$ cat config.mk
export PLATFORM = sky130hd
export DESIGN_NAME = mem_op_issue_queue
export DESIGN_NICKNAME = d
export VERILOG_FILES = /design/src/rtl/mem_op_issue_queue.sv
export SDC_FILE = /design/constraint.sdc
export NUM_CORES = 1
export LEC_CHECK = 0
export ABC_AREA = 0
export CORE_UTILIZATION = 42
export CTS_CLUSTER_DIAMETER = 40
export DETAILED_ROUTE_END_ITERATION = 8
export GPL_TIMING_DRIVEN = 0
export PLACE_DENSITY = 0.63
export SETUP_SLACK_MARGIN = 0.3
export SYNTH_ARGS = -nofsm -noshare
export SYNTH_HDL_FRONTEND = slang
export SYNTH_SLANG_ARGS = --single-unit
$ cat constraint.sdc
create_clock -name clk -period 11.3 [get_ports clk]
set_clock_uncertainty 0.1 [all_clocks]
set_input_delay 1.13 -clock clk [delete_from_list [all_inputs] [get_ports clk]]
set_output_delay 1.13 -clock clk [all_outputs]
set_load 0.02 [all_outputs]
$ cat src/rtl/mem_op_issue_queue.sv
// Memory-op issue queue: buffers ops from execute and feeds them one at a time to the TLB/dcache FSM.
// Optional MEMQ_TIMEOUT_EN adds a watchdog (TIMEOUT_CYCLES, err_timeout_o) on the wait states.
module mem_op_issue_queue #(
  parameter int unsigned DEPTH          = 4,
  parameter int unsigned ADDR_W         = 40,
  parameter int unsigned DATA_W         = 64,
  parameter int unsigned TAG_W          = 5,
`ifdef MEMQ_TIMEOUT_EN
  parameter int unsigned TIMEOUT_CYCLES = 256,
`endif
  parameter int unsigned GAP_CYCLES     = 2
) (
  input  logic                     clk,
  input  logic                     rst,
  input  logic                     enq_valid_i,
  output logic                     enq_ready_o,
  input  logic                     enq_is_store_i,
  input  logic [ADDR_W-1:0]        enq_addr_i,
  input  logic [DATA_W-1:0]        enq_data_i,
  input  logic [1:0]               enq_size_i,
  input  logic [TAG_W-1:0]         enq_tag_i,
  input  logic                     flush_i,
  output logic                     is_load_o,
  output logic                     is_store_o,
  output logic [ADDR_W-1:0]        op_addr_o,
  output logic [DATA_W-1:0]        op_data_o,
  output logic [1:0]               op_size_o,
  output logic [TAG_W-1:0]         op_tag_o,
  input  logic                     st_done_i,
  input  logic                     ld_resp_valid_i,
  output logic                     kill_mem_op_o,
  output logic                     cmpl_valid_o,
  output logic [TAG_W-1:0]         cmpl_tag_o,
  output logic                     cmpl_is_store_o,
`ifdef MEMQ_TIMEOUT_EN
  output logic                     err_timeout_o,
`endif
  output logic [$clog2(DEPTH):0]   count_o
);

  localparam int unsigned PTR_W = $clog2(DEPTH);
  localparam int unsigned CNT_W = PTR_W + 1;
  localparam int unsigned GAP_W = $clog2(GAP_CYCLES + 1);

  typedef enum logic [2:0] {StIdle, StIssue, StWait, StFlushWait, StGap} state_e;

  state_e             state;
  logic [PTR_W-1:0]   wr_ptr, rd_ptr;
  logic [CNT_W-1:0]   count;
  logic               mem_store [DEPTH];
  logic [ADDR_W-1:0]  mem_addr  [DEPTH];
  logic [DATA_W-1:0]  mem_data  [DEPTH];
  logic [1:0]         mem_size  [DEPTH];
  logic [TAG_W-1:0]   mem_tag   [DEPTH];
  logic               cur_store;
  logic               st_done_prev;
  logic [GAP_W-1:0]   gap_cnt;
  logic               push, pop, done, timeout;

  assign count_o     = count;
  assign enq_ready_o = (count != CNT_W'(DEPTH));
  assign push        = enq_valid_i & enq_ready_o & ~flush_i;
  // A store completes only on the rising edge of the level-style st_done_i.
  assign done        = cur_store ? (st_done_i & ~st_done_prev) : ld_resp_valid_i;
  assign pop         = (state == StWait) & ~flush_i & (done | timeout);

`ifdef MEMQ_TIMEOUT_EN
  logic [15:0] tmo_cnt;
  logic        in_wait;

  assign in_wait = (state == StWait) | (state == StFlushWait);
  assign timeout = in_wait & ~flush_i & ~done & (tmo_cnt == 16'(TIMEOUT_CYCLES - 1));

  always_ff @(posedge clk or negedge rst) begin
    if (!rst) begin
      tmo_cnt       <= '0;
      err_timeout_o <= 1'b0;
    end else begin
      tmo_cnt       <= in_wait ? tmo_cnt + 16'd1 : '0;
      err_timeout_o <= timeout;
    end
  end
`else
  assign timeout = 1'b0;
`endif

  always_ff @(posedge clk) begin
    if (push) begin
      mem_store[wr_ptr] <= enq_is_store_i;
      mem_addr[wr_ptr]  <= enq_addr_i;
      mem_data[wr_ptr]  <= enq_data_i;
      mem_size[wr_ptr]  <= enq_size_i;
      mem_tag[wr_ptr]   <= enq_tag_i;
    end
  end

  always_ff @(posedge clk or negedge rst) begin
    if (!rst) begin
      wr_ptr <= '0;
      rd_ptr <= '0;
      count  <= '0;
    end else if (flush_i) begin
      wr_ptr <= '0;
      rd_ptr <= '0;
      count  <= '0;
    end else begin
      if (push) wr_ptr <= wr_ptr + PTR_W'(1);
      if (pop)  rd_ptr <= rd_ptr + PTR_W'(1);
      unique case ({push, pop})
        2'b10:   count <= count + CNT_W'(1);
        2'b01:   count <= count - CNT_W'(1);
        default: ;
      endcase
    end
  end

  always_ff @(posedge clk or negedge rst) begin
    if (!rst) begin
      state           <= StIdle;
      is_load_o       <= 1'b0;
      is_store_o      <= 1'b0;
      op_addr_o       <= '0;
      op_data_o       <= '0;
      op_size_o       <= '0;
      op_tag_o        <= '0;
      kill_mem_op_o   <= 1'b0;
      cmpl_valid_o    <= 1'b0;
      cmpl_tag_o      <= '0;
      cmpl_is_store_o <= 1'b0;
      cur_store       <= 1'b0;
      st_done_prev    <= 1'b0;
      gap_cnt         <= '0;
    end else begin
      is_load_o     <= 1'b0;
      is_store_o    <= 1'b0;
      cmpl_valid_o  <= 1'b0;
      kill_mem_op_o <= 1'b0;
      st_done_prev  <= st_done_i;
      case (state)
        StIdle: begin
          if (flush_i) begin
            kill_mem_op_o <= 1'b1;
          end else if (count != '0) begin
            state      <= StIssue;
            is_load_o  <= ~mem_store[rd_ptr];
            is_store_o <= mem_store[rd_ptr];
            cur_store  <= mem_store[rd_ptr];
            op_addr_o  <= mem_addr[rd_ptr];
            op_data_o  <= mem_data[rd_ptr];
            op_size_o  <= mem_size[rd_ptr];
            op_tag_o   <= mem_tag[rd_ptr];
          end
        end
        StIssue: begin
          if (flush_i) begin
            state         <= StFlushWait;
            kill_mem_op_o <= 1'b1;
          end else begin
            state <= StWait;
          end
        end
        StWait: begin
          if (flush_i) begin
            state         <= StFlushWait;
            kill_mem_op_o <= 1'b1;
          end else if (done) begin
            state           <= StGap;
            gap_cnt         <= GAP_W'(GAP_CYCLES - 1);
            cmpl_valid_o    <= 1'b1;
            cmpl_tag_o      <= op_tag_o;
            cmpl_is_store_o <= cur_store;
          end else if (timeout) begin
            state         <= StGap;
            gap_cnt       <= GAP_W'(GAP_CYCLES - 1);
            kill_mem_op_o <= 1'b1;
          end
        end
        StFlushWait: begin
          // The op in flight was flushed: its completion only releases the FSM.
          if (!flush_i && (done || timeout)) begin
            state         <= StGap;
            gap_cnt       <= GAP_W'(GAP_CYCLES - 1);
            kill_mem_op_o <= timeout;
          end else begin
            kill_mem_op_o <= 1'b1;
          end
        end
        StGap: begin
          kill_mem_op_o <= flush_i;
          if (gap_cnt == '0) state <= StIdle;
          else               gap_cnt <= gap_cnt - GAP_W'(1);
        end
        default: state <= StIdle;
      endcase
    end
  end

endmodule

[Word-level counts from Yosys, hierarchy flattened]
Memory sizes are Yosys's and may differ from the RTL's. A register that Yosys moved wholly into a read port is not among the register bits.
Cells that the tools add are included.
Storage, ports and cells
  logic and storage cells: 98
  memories kept: 5
  bits in read-only memories: 0
  bits in registers: 24
  output and inout port bits: 125
  input bits: 118
  bits in latches: 0
  RAM bits: 448
Memories
  mem_data: depth 4, width 64, read ports 1, clocked after memory_dff 1, write ports 1, line 52  | logic [DATA_W-1:0] mem_data [DEPTH];
  mem_addr: depth 4, width 40, read ports 1, clocked after memory_dff 1, write ports 1, line 51  | logic [ADDR_W-1:0] mem_addr [DEPTH];
  mem_tag: depth 4, width 5, read ports 1, clocked after memory_dff 1, write ports 1, line 54  | logic [TAG_W-1:0] mem_tag [DEPTH];
  mem_size: depth 4, width 2, read ports 1, clocked after memory_dff 1, write ports 1, line 53  | logic [1:0] mem_size [DEPTH];
  mem_store: depth 4, width 1, read ports 1, clocked after memory_dff 0, write ports 1, line 50  | logic mem_store [DEPTH];
Cells by class
  shift-type cells: 0
  reductions and logical operators: 18
  add/sub/neg operators: 5
  $lt $le $gt $ge: 0
  multipliers: 0
  bitwise operators: 8
  mux-type cells: 34
  div/mod/pow operators: 0
  eq/ne operators: 15
Operators by type and width (count)
  $mux W3: 7
  $mux W2: 8
  $mux W1: 15
  $pmux W3 S5: 1
  $ne A2 B2 Y1 const B: 7
  $reduce_and A5 Y1: 2
  $reduce_bool A3 Y1: 3
  $eq A3 B2 Y1 const B: 2
  $ne A3 B3 Y1 const B: 2
  $pmux W2 S3: 1
  $pmux W3 S2: 1
  $reduce_and A3 Y1: 2
  $and A1 B1 Y1: 5
  $logic_not A1 Y1: 5
  $add A2 B1 Y2 const B: 2
  $reduce_bool A2 Y1: 2
  $add A3 B1 Y3 const B: 1
  $eq A3 B1 Y1 const B: 1
  $eq A3 B3 Y1 const B: 1
  $logic_not A3 Y1: 1
  $not A1 Y1: 3
  $pmux W1 S3: 1
  $reduce_or A3 Y1: 1
  $sub A3 B1 Y3 const B: 1
  other kinds (5): 5

[Logic depth before layout (Yosys ltp)]
Gate-level depths: netlist (run 1).
  depth after elaboration: 7
  gate-level depth with buffers: 10

[Worst setup path before layout (run 1)]
Ideal clock, no wire load.
  kind: in2reg
  start point: input port enq_valid_i
  end point: memory mem_addr[0][0], enable pin
  buffers on the path: 1
  data arrival time: 4.319 ns
  setup slack: 6.397 ns
  data required time: 10.716 ns
  library setup time: 0.484 ns
  stages on the path: 4
  cell sequence: clkbuf_1 nand2_1 nor2_1 and2_1
Between the ends
  word-level cells in the longest chain between the ends: 4
RTL lines
  from (decl): line 15  | input logic enq_valid_i,
  $and A1 B1 Y1 (2 in a row): line 62  | assign push = enq_valid_i & enq_ready_o & ~flush_i;
  $mux W1: line 88  | if (push) begin
  $mux W1 (not written as such): line 90  | mem_addr[wr_ptr] <= enq_addr_i;
  to (decl): line 51
Every way passes these cells.

[Worst setup path after layout (run 1)]
  start point: register count[0], in the netlist count_o[0]
  end point: output port enq_ready_o
Between the ends
  word-level cells in the longest chain between the ends: 1
RTL lines
  from (decl): line 49  | logic [CNT_W-1:0] count;
  from (signal assigned): line 110  | 2'b10: count <= count + CNT_W'(1);
  from (signal assigned): line 111  | 2'b01: count <= count - CNT_W'(1);
  $ne A3 B3 Y1: line 61  | assign enq_ready_o = (count != CNT_W'(DEPTH));
  to (decl): line 16  | output logic enq_ready_o,
Every way passes these cells.

==> impl_metrics.json, run 1 <==
{
  "netlist_instances": 936,
  "powerDensity_nw_per_um2": 251.5,
  "critPathRequiredTime_ns": 10.07,
  "seq_area_frac_synth_pct": 78.45,
  "worst-r2r-setup-slack_ns": 8.62,
  "crit_end": "enq_ready_o",
  "diodes": 0,
  "worstReg2RegEnd": "mem_addr[3][8]$_DFFE_PP_",
  "min_path_type": "in -> async",
  "yosysMostFrequentCell": "edfxtp_1",
  "cts_tree": "done",
  "finalMaxSlewViolations": 0,
  "netlist_top_cells_count": "edfxtp_1, dfrtp_1, mux2_2, mux4_2, buf_2",
  "synth_top_cell_by_area": "edfxtp_1",
  "place_congestion": 0.7070,
  "r2r-start": "count_o[0]$_DFFE_PN0P_",
  "vdd_drop_max_mv": 0.1845,
  "arrival_ns": 2.21,
  "finalHoldViolCount": 0,
  "vias": 10233,
  "period_minus_slack_ns": 3.438,
  "yosys.area.top_type_share_pct": 62.70,
  "crit_start": "count_o[0]$_DFFE_PN0P_",
  "finalSetupViolCount": 0,
  "synth_edf_count": 448,
  "maxCapViolCount": 0,
  "track_usage_pct": 17.80,
  "ys_async_sr_fraction_pct": 23.16,
  "viasPerCell": 5.071,
  "synth.area.top_cells": "edfxtp_1, dfrtp_1, mux4_2",
  "ys_types": 41,
  "firstDrtPassIters": 4,
  "power_w": 0.007023,
  "p_leak_nw": 9.646,
  "syn-cell-area_um2": 21450,
  "setup-tns-final_ns": 0,
  "nNetsFinal": 1397,
  "grt_antenna_before_repair": 2,
  "worstPathMaxFanout": 7,
  "syn_nets": 1060,
  "grt_pass1_vias": 11240,
  "reg2reg_depth": 6,
  "drive_gt1_share_pct": 30.76,
  "clockRootBuffer": "clkbuf_16",
  "fin_crit_sh_pct": 30.43,
  "cts.sinks": 583,
  "cts_max_level": 3,
  "fmax_mhz": 290.8,
  "relSlewSlack_pct": 39.22,
  "die_x_um": 228.0,
  "grt_overflow": 0,
  "critPathKind": "reg -> out",
  "clockBufferDepth": 3,
  "syn_avg_cell_area_um2": 22.92,
  "yosysWarnings": 0,
  "clkTransAtPathRegs_ns": 0.05,
  "wl_per_cell_um": 22.22,
  "post_cts_buffers": 0,
  "cts-resized-gates": 0,
  "die_y_um": 228.0,
  "grt_first_pass_wirelength_um": 68930,
  "cts_hold_buf": 0,
  "grt_max_degree": 88,
  "dp_hpwl_um": 26800,
  "initial_utilization_pct": 42.68,
  "ys.flop_type": "edfxtp_1",
  "crit_path_end_kind": "output pin",
  "rsz0062_at_grt": "false",
  "synth-seq-cells": 583,
  "syn_to_final_growth_pct": 30.17,
  "status": "finished clean",
  "fp.coreArea_um2": 50270,
  "drt_iter0_drc": 503,
  "insertion_delay_ns": 0.61,
  "routed_wl_um": 44830,
  "portBuffers": 240,
  "ant_nets": 0,
  "post-route-drc-count": 0,
  "row_count": 82,
  "crit_path_start_kind": "register",
  "whs_ns": 0.3259,
  "cts_buffers": 86,
  "worstMarginPinSlew_ns": 0.9117,
  "fp.dieArea_um2": 51990,
  "io-pin-count": 243
}
-- final cells by class --
type	instances	area, um2
fillers	3873	22350
flip-flops and latches	583	16830
multi-input cells	299	4355
repair buffers	249	2655
clock buffers	102	2317
well taps	672	840.8
clock inverters	59	650.6
plain buffers	44	240.2
inverters	10	37.54
-- sequential cells by signal, summed over array words and instances, names as in the netlist --
name / flops
op_tag_o: 5
mem_tag: 20
cur_store: 1
mem_store: 4
op_addr_o: 40
gap_cnt: 2
is_load_o: 1
op_size_o: 2
cmpl_tag_o: 5
state: 3
kill_mem_op_o: 1
cmpl_is_store_o: 1
st_done_prev: 1
is_store_o: 1
rd_ptr: 2
mem_data: 256
op_data_o: 64
wr_ptr: 2
mem_size: 8
count_o: 3
cmpl_valid_o: 1
mem_addr: 160
-- power breakdown --
group          total [W]  leakage, nW  internal (W)  switching, W
Combinational    0.00157         2.48      0.000828      0.000744
Sequential       0.00276         5.73       0.00261      0.000149
Clock            0.00269         1.44       0.00170      0.000990
Total            0.00702         9.65       0.00514       0.00188
-- cell families after synthesis --
logic type                 after synthesis  synth area share [%]
AOI/OAI and AO/OA                       18                0.5133
and+or+nand+nor                         38                 1.114
xor gates and xnor gates                 5                0.2042
DFF                                    583                 78.45
adders and majority gates                6                0.3849
muxes                                  232                 18.04
buffers and inverters                   54                 1.295
-- metrics by stage --
step / instances / area (um2) / setup slack, ns / util [%]
after floorplan: 936 / 21450 / 6.397 / -
after global placement: 1848 / 24700 / 2.017 / 49.13
after detailed placement: 1857 / 24960 / 7.562 / 49.65
after CTS: 2018 / 27930 / 7.825 / 55.55
after global routing: 2018 / 27930 / 7.781 / 55.55
final: 2018 / 27930 / 7.862 / 55.55
-- worst max-delay path: stages, from the launching register on --
cell	delay [ns]
dfrtp_1	0.47
or3b_1	0.40
clkbuf_1	0.16
clkdlybuf4s50_1	0.58
-- cells in the final DEF, fill, tap and decap left out, drive strengths merged, types with 2 or more instances in the layout --
master	count
mux2	117
and3b	2
nor4	2
clkbuf	112
xor2	2
edfxtp	448
inv	28
xnor2	3
o21ai	5
dfrtp	135
clkinvlp	8
nand3	2
nand2b	2
bufinv	9
clkdlybuf4s50	239
nor2b	3
nor3	4
a21oi	6
ha	5
nor4b	2
buf	44
a22o	2
nor2	6
and2	5
mux2i	3
nand2	4
nor3b	2
mux4	112
clkinv	24
-- worst min-delay path by stage --
stage / to / slack (ns) / startpoint
floorplan: gap_cnt[1]$_DFFE_PN0P_ / 0.37 / gap_cnt[1]$_DFFE_PN0P_
global placement: op_data_o[29]$_DFFE_PN0P_ / 0.37 / op_data_o[29]$_DFFE_PN0P_
detailed placement: gap_cnt[1]$_DFFE_PN0P_ / 0.39 / gap_cnt[1]$_DFFE_PN0P_
CTS: op_tag_o[1]$_DFFE_PN0P_ / 0.32 / rst
global route: op_tag_o[1]$_DFFE_PN0P_ / 0.35 / rst
finish: op_tag_o[1]$_DFFE_PN0P_ / 0.33 / rst
-- layer usage --
metal	global-route usage (%)	routed length [um]	share of wire [%]	up-vias
li1	-	-	-	4520
met1	23.16	19120	43	5408
met2	29.16	22220	50	229
met3	4.625	2549	5.7	72
met4	6.019	919	2.0	4
met5	0	26	0.058	-
No activity file was read; power rests on OpenSTA's default activity.
==> inputs of run 2 (changes only) <==
--- a/config.mk
+++ b/config.mk
@@ -10,7 +10,7 @@
 export CTS_CLUSTER_DIAMETER = 40
 export DETAILED_ROUTE_END_ITERATION = 8
 export GPL_TIMING_DRIVEN = 0
-export PLACE_DENSITY = 0.63
+export PLACE_DENSITY = 0.65
 export SETUP_SLACK_MARGIN = 0.3
 export SYNTH_ARGS = -nofsm -noshare
 export SYNTH_HDL_FRONTEND = slang
==> constraint.sdc (replaced) <==
create_clock -name clk -period 3 [get_ports clk]
set_clock_uncertainty 0.1 [all_clocks]
set_input_delay 0.3 -clock clk [delete_from_list [all_inputs] [get_ports clk]]
set_output_delay 0.3 -clock clk [all_outputs]
set_load 0.02 [all_outputs]
==> impl_metrics.json, run 2 (same netlist as run 1, synthesis figures left out) <==
{
  "status": "finished clean",
  "period_minus_slack_ns": 2.482,
  "wl_met3_um": 2692,
  "fin_area_um2": 28070,
  "crit_slowest_cell": "nor4b_1",
  "fin_crit_sh_pct": 82.74,
  "crit_path_start_kind": "register",
  "ant_nets": 0,
  "clockBufferDepth": 3,
  "clockRootBuffer": "clkbuf_16",
  "insertion_delay_ns": 0.61,
  "met1Wirelength_um": 19020,
  "io-pin-count": 243,
  "portBuffers": 240,
  "cts_buffers": 85,
  "powerDensity_nw_per_um2": 941.8,
  "die_y_um": 228.0,
  "met2WireLength_um": 23110,
  "crit_chain": "buf_2, nor4b_1, o21ai_1, clkbuf_4, a21oi_1, fa_1, nand2_1, nor3_1, mux2i_1, nand3_1",
  "worstMarginPinSlew_ns": 0.8809,
  "drt_iter0_drc": 540,
  "initial_utilization_pct": 42.68,
  "grt_antenna_before_repair": 1,
  "cts.sinks": 583,
  "cts_max_level": 3,
  "cts_tree": "done",
  "critPathKind": "reg -> reg",
  "drive_gt1_share_pct": 31.79,
  "syn_to_final_growth_pct": 30.83,
  "worstPathMaxFanout": 10,
  "routed_wl_um": 45770,
  "dpl_cell_area_um2": 24960,
  "largest_register_ffs": 256,
  "fp.coreArea_um2": 50270,
  "wl_per_cell_um": 22.50,
  "grt_pass1_vias": 11456,
  "finalHoldViolCount": 0,
  "hold_path_depth": 3,
  "critical_path.max_stage_delay_ns": 0.42,
  "path_depth": 10,
  "cp_top_family": "simple AND/OR/NAND/NOR gates",
  "worst-r2r-setup-slack_ns": 0.52,
  "finalSetupViolCount": 0,
  "layout_commonest_cell": "edfxtp_1",
  "min_path_type": "in -> reg",
  "relSlewSlack_pct": 41.28,
  "grt_max_degree": 89,
  "crit_path_end_kind": "register",
  "grt_first_pass_wirelength_um": 69460,
  "die_x_um": 228.0,
  "grt_overflow": 0,
  "fp.dieArea_um2": 51990,
  "fmax_mhz": 402.9,
  "nNetsFinal": 1413,
  "top_register": "mem_data",
  "crit_buf_inv": 2,
  "final_cell_mix": "edfxtp_1, clkdlybuf4s50_1, dfrtp_1",
  "vias": 10417,
  "critPathRequiredTime_ns": 3.43,
  "vdd_drop_max_mv": 0.6236,
  "reg2reg_depth": 10,
  "viasPerCell": 5.121,
  "maxCapViolCount": 0,
  "dp_hpwl_um": 26850,
  "setup-tns-final_ns": 0,
  "p_leak_nw": 9.702,
  "place_congestion": 0.6971,
  "row_count": 82,
  "firstDrtPassIters": 4,
  "finalMaxSlewViolations": 0,
  "post-route-drc-count": 0,
  "reg.largest.list": "mem_data x256, mem_addr x160, op_data_o x64",
  "clkTransAtPathRegs_ns": 0.06,
  "diodes": 0,
  "arrival_ns": 2.91,
  "track_usage_pct": 17.90,
  "dr.max_layer_used": "met5",
  "rsz0062_at_grt": "false"
}
run 2: area by class of cell:
cell class | instances | area (um2)
fill | 3840 | 22210
sequential | 583 | 16830
multi-input combinational | 303 | 4388
timing repair buffer | 262 | 2760
clock buffer | 102 | 2275
tap | 672 | 840.8
clock inverter | 58 | 693.2
buffer | 44 | 242.7
inverter | 10 | 37.54
run 2: worst paths after layout:
check                                     startpoint                   endpoint
setup reg to reg                state[2]$_DFFE_PN0P_     count_o[2]$_DFFE_PN0P_
hold / removal                               flush_i       state[0]$_DFFE_PN0P_
min in group asynchronous                        rst    op_tag_o[1]$_DFFE_PN0P_
hold reg to reg            op_addr_o[37]$_DFFE_PN0P_  op_addr_o[37]$_DFFE_PN0P_
max in group asynchronous                        rst  op_data_o[35]$_DFFE_PN0P_
setup / recovery                state[2]$_DFFE_PN0P_     count_o[2]$_DFFE_PN0P_
run 2: what timing repair did:
action | in CTS | in global routing
setup endpoints to repair | 0 | 347
hold buffers | 2 | 0
buffers inserted | 0 | 11
hold endpoints to repair | 53 | 0
gates resized for setup | 0 | 4
run 2: stage by stage:
stage	total power (W)	cells	worst slack (ns)	util [%]	hold slack (ns)
2_1_floorplan	0.01382	936	-0.2654	-	-0.09559
3_3_place_gp	0.01647	1848	-5.454	49.14	0.3683
3_5_place_dp	0.01658	1857	0.09855	49.65	0.1439
4_1_cts	0.02677	2019	0.3182	55.59	0.01228
5_1_grt	0.02752	2034	0.3193	55.83	0.06406
6_report	0.02643	2034	0.5177	55.83	0.06222
run 2: tightest hold or removal path, stage by stage:
cell	delay, ns
buf_2	0.17
o21ai_0	0.17
a21oi_1	0.07
run 2: per-layer routing:
metal  global-route usage [%]  vias to the layer above
met2                    29.34                      274
li1                         -                     4568
met1                    23.43                     5499
met3                    4.775                       74
met4                    5.516                        2
met5                        0                        -
run 2: power breakdown:
part           internal [W]  switching, W  total, W  leakage [nW]
clock network       0.00626       0.00383    0.0101          1.41
registers           0.00984      0.000567    0.0104          5.73
logic               0.00314       0.00280   0.00594          2.57
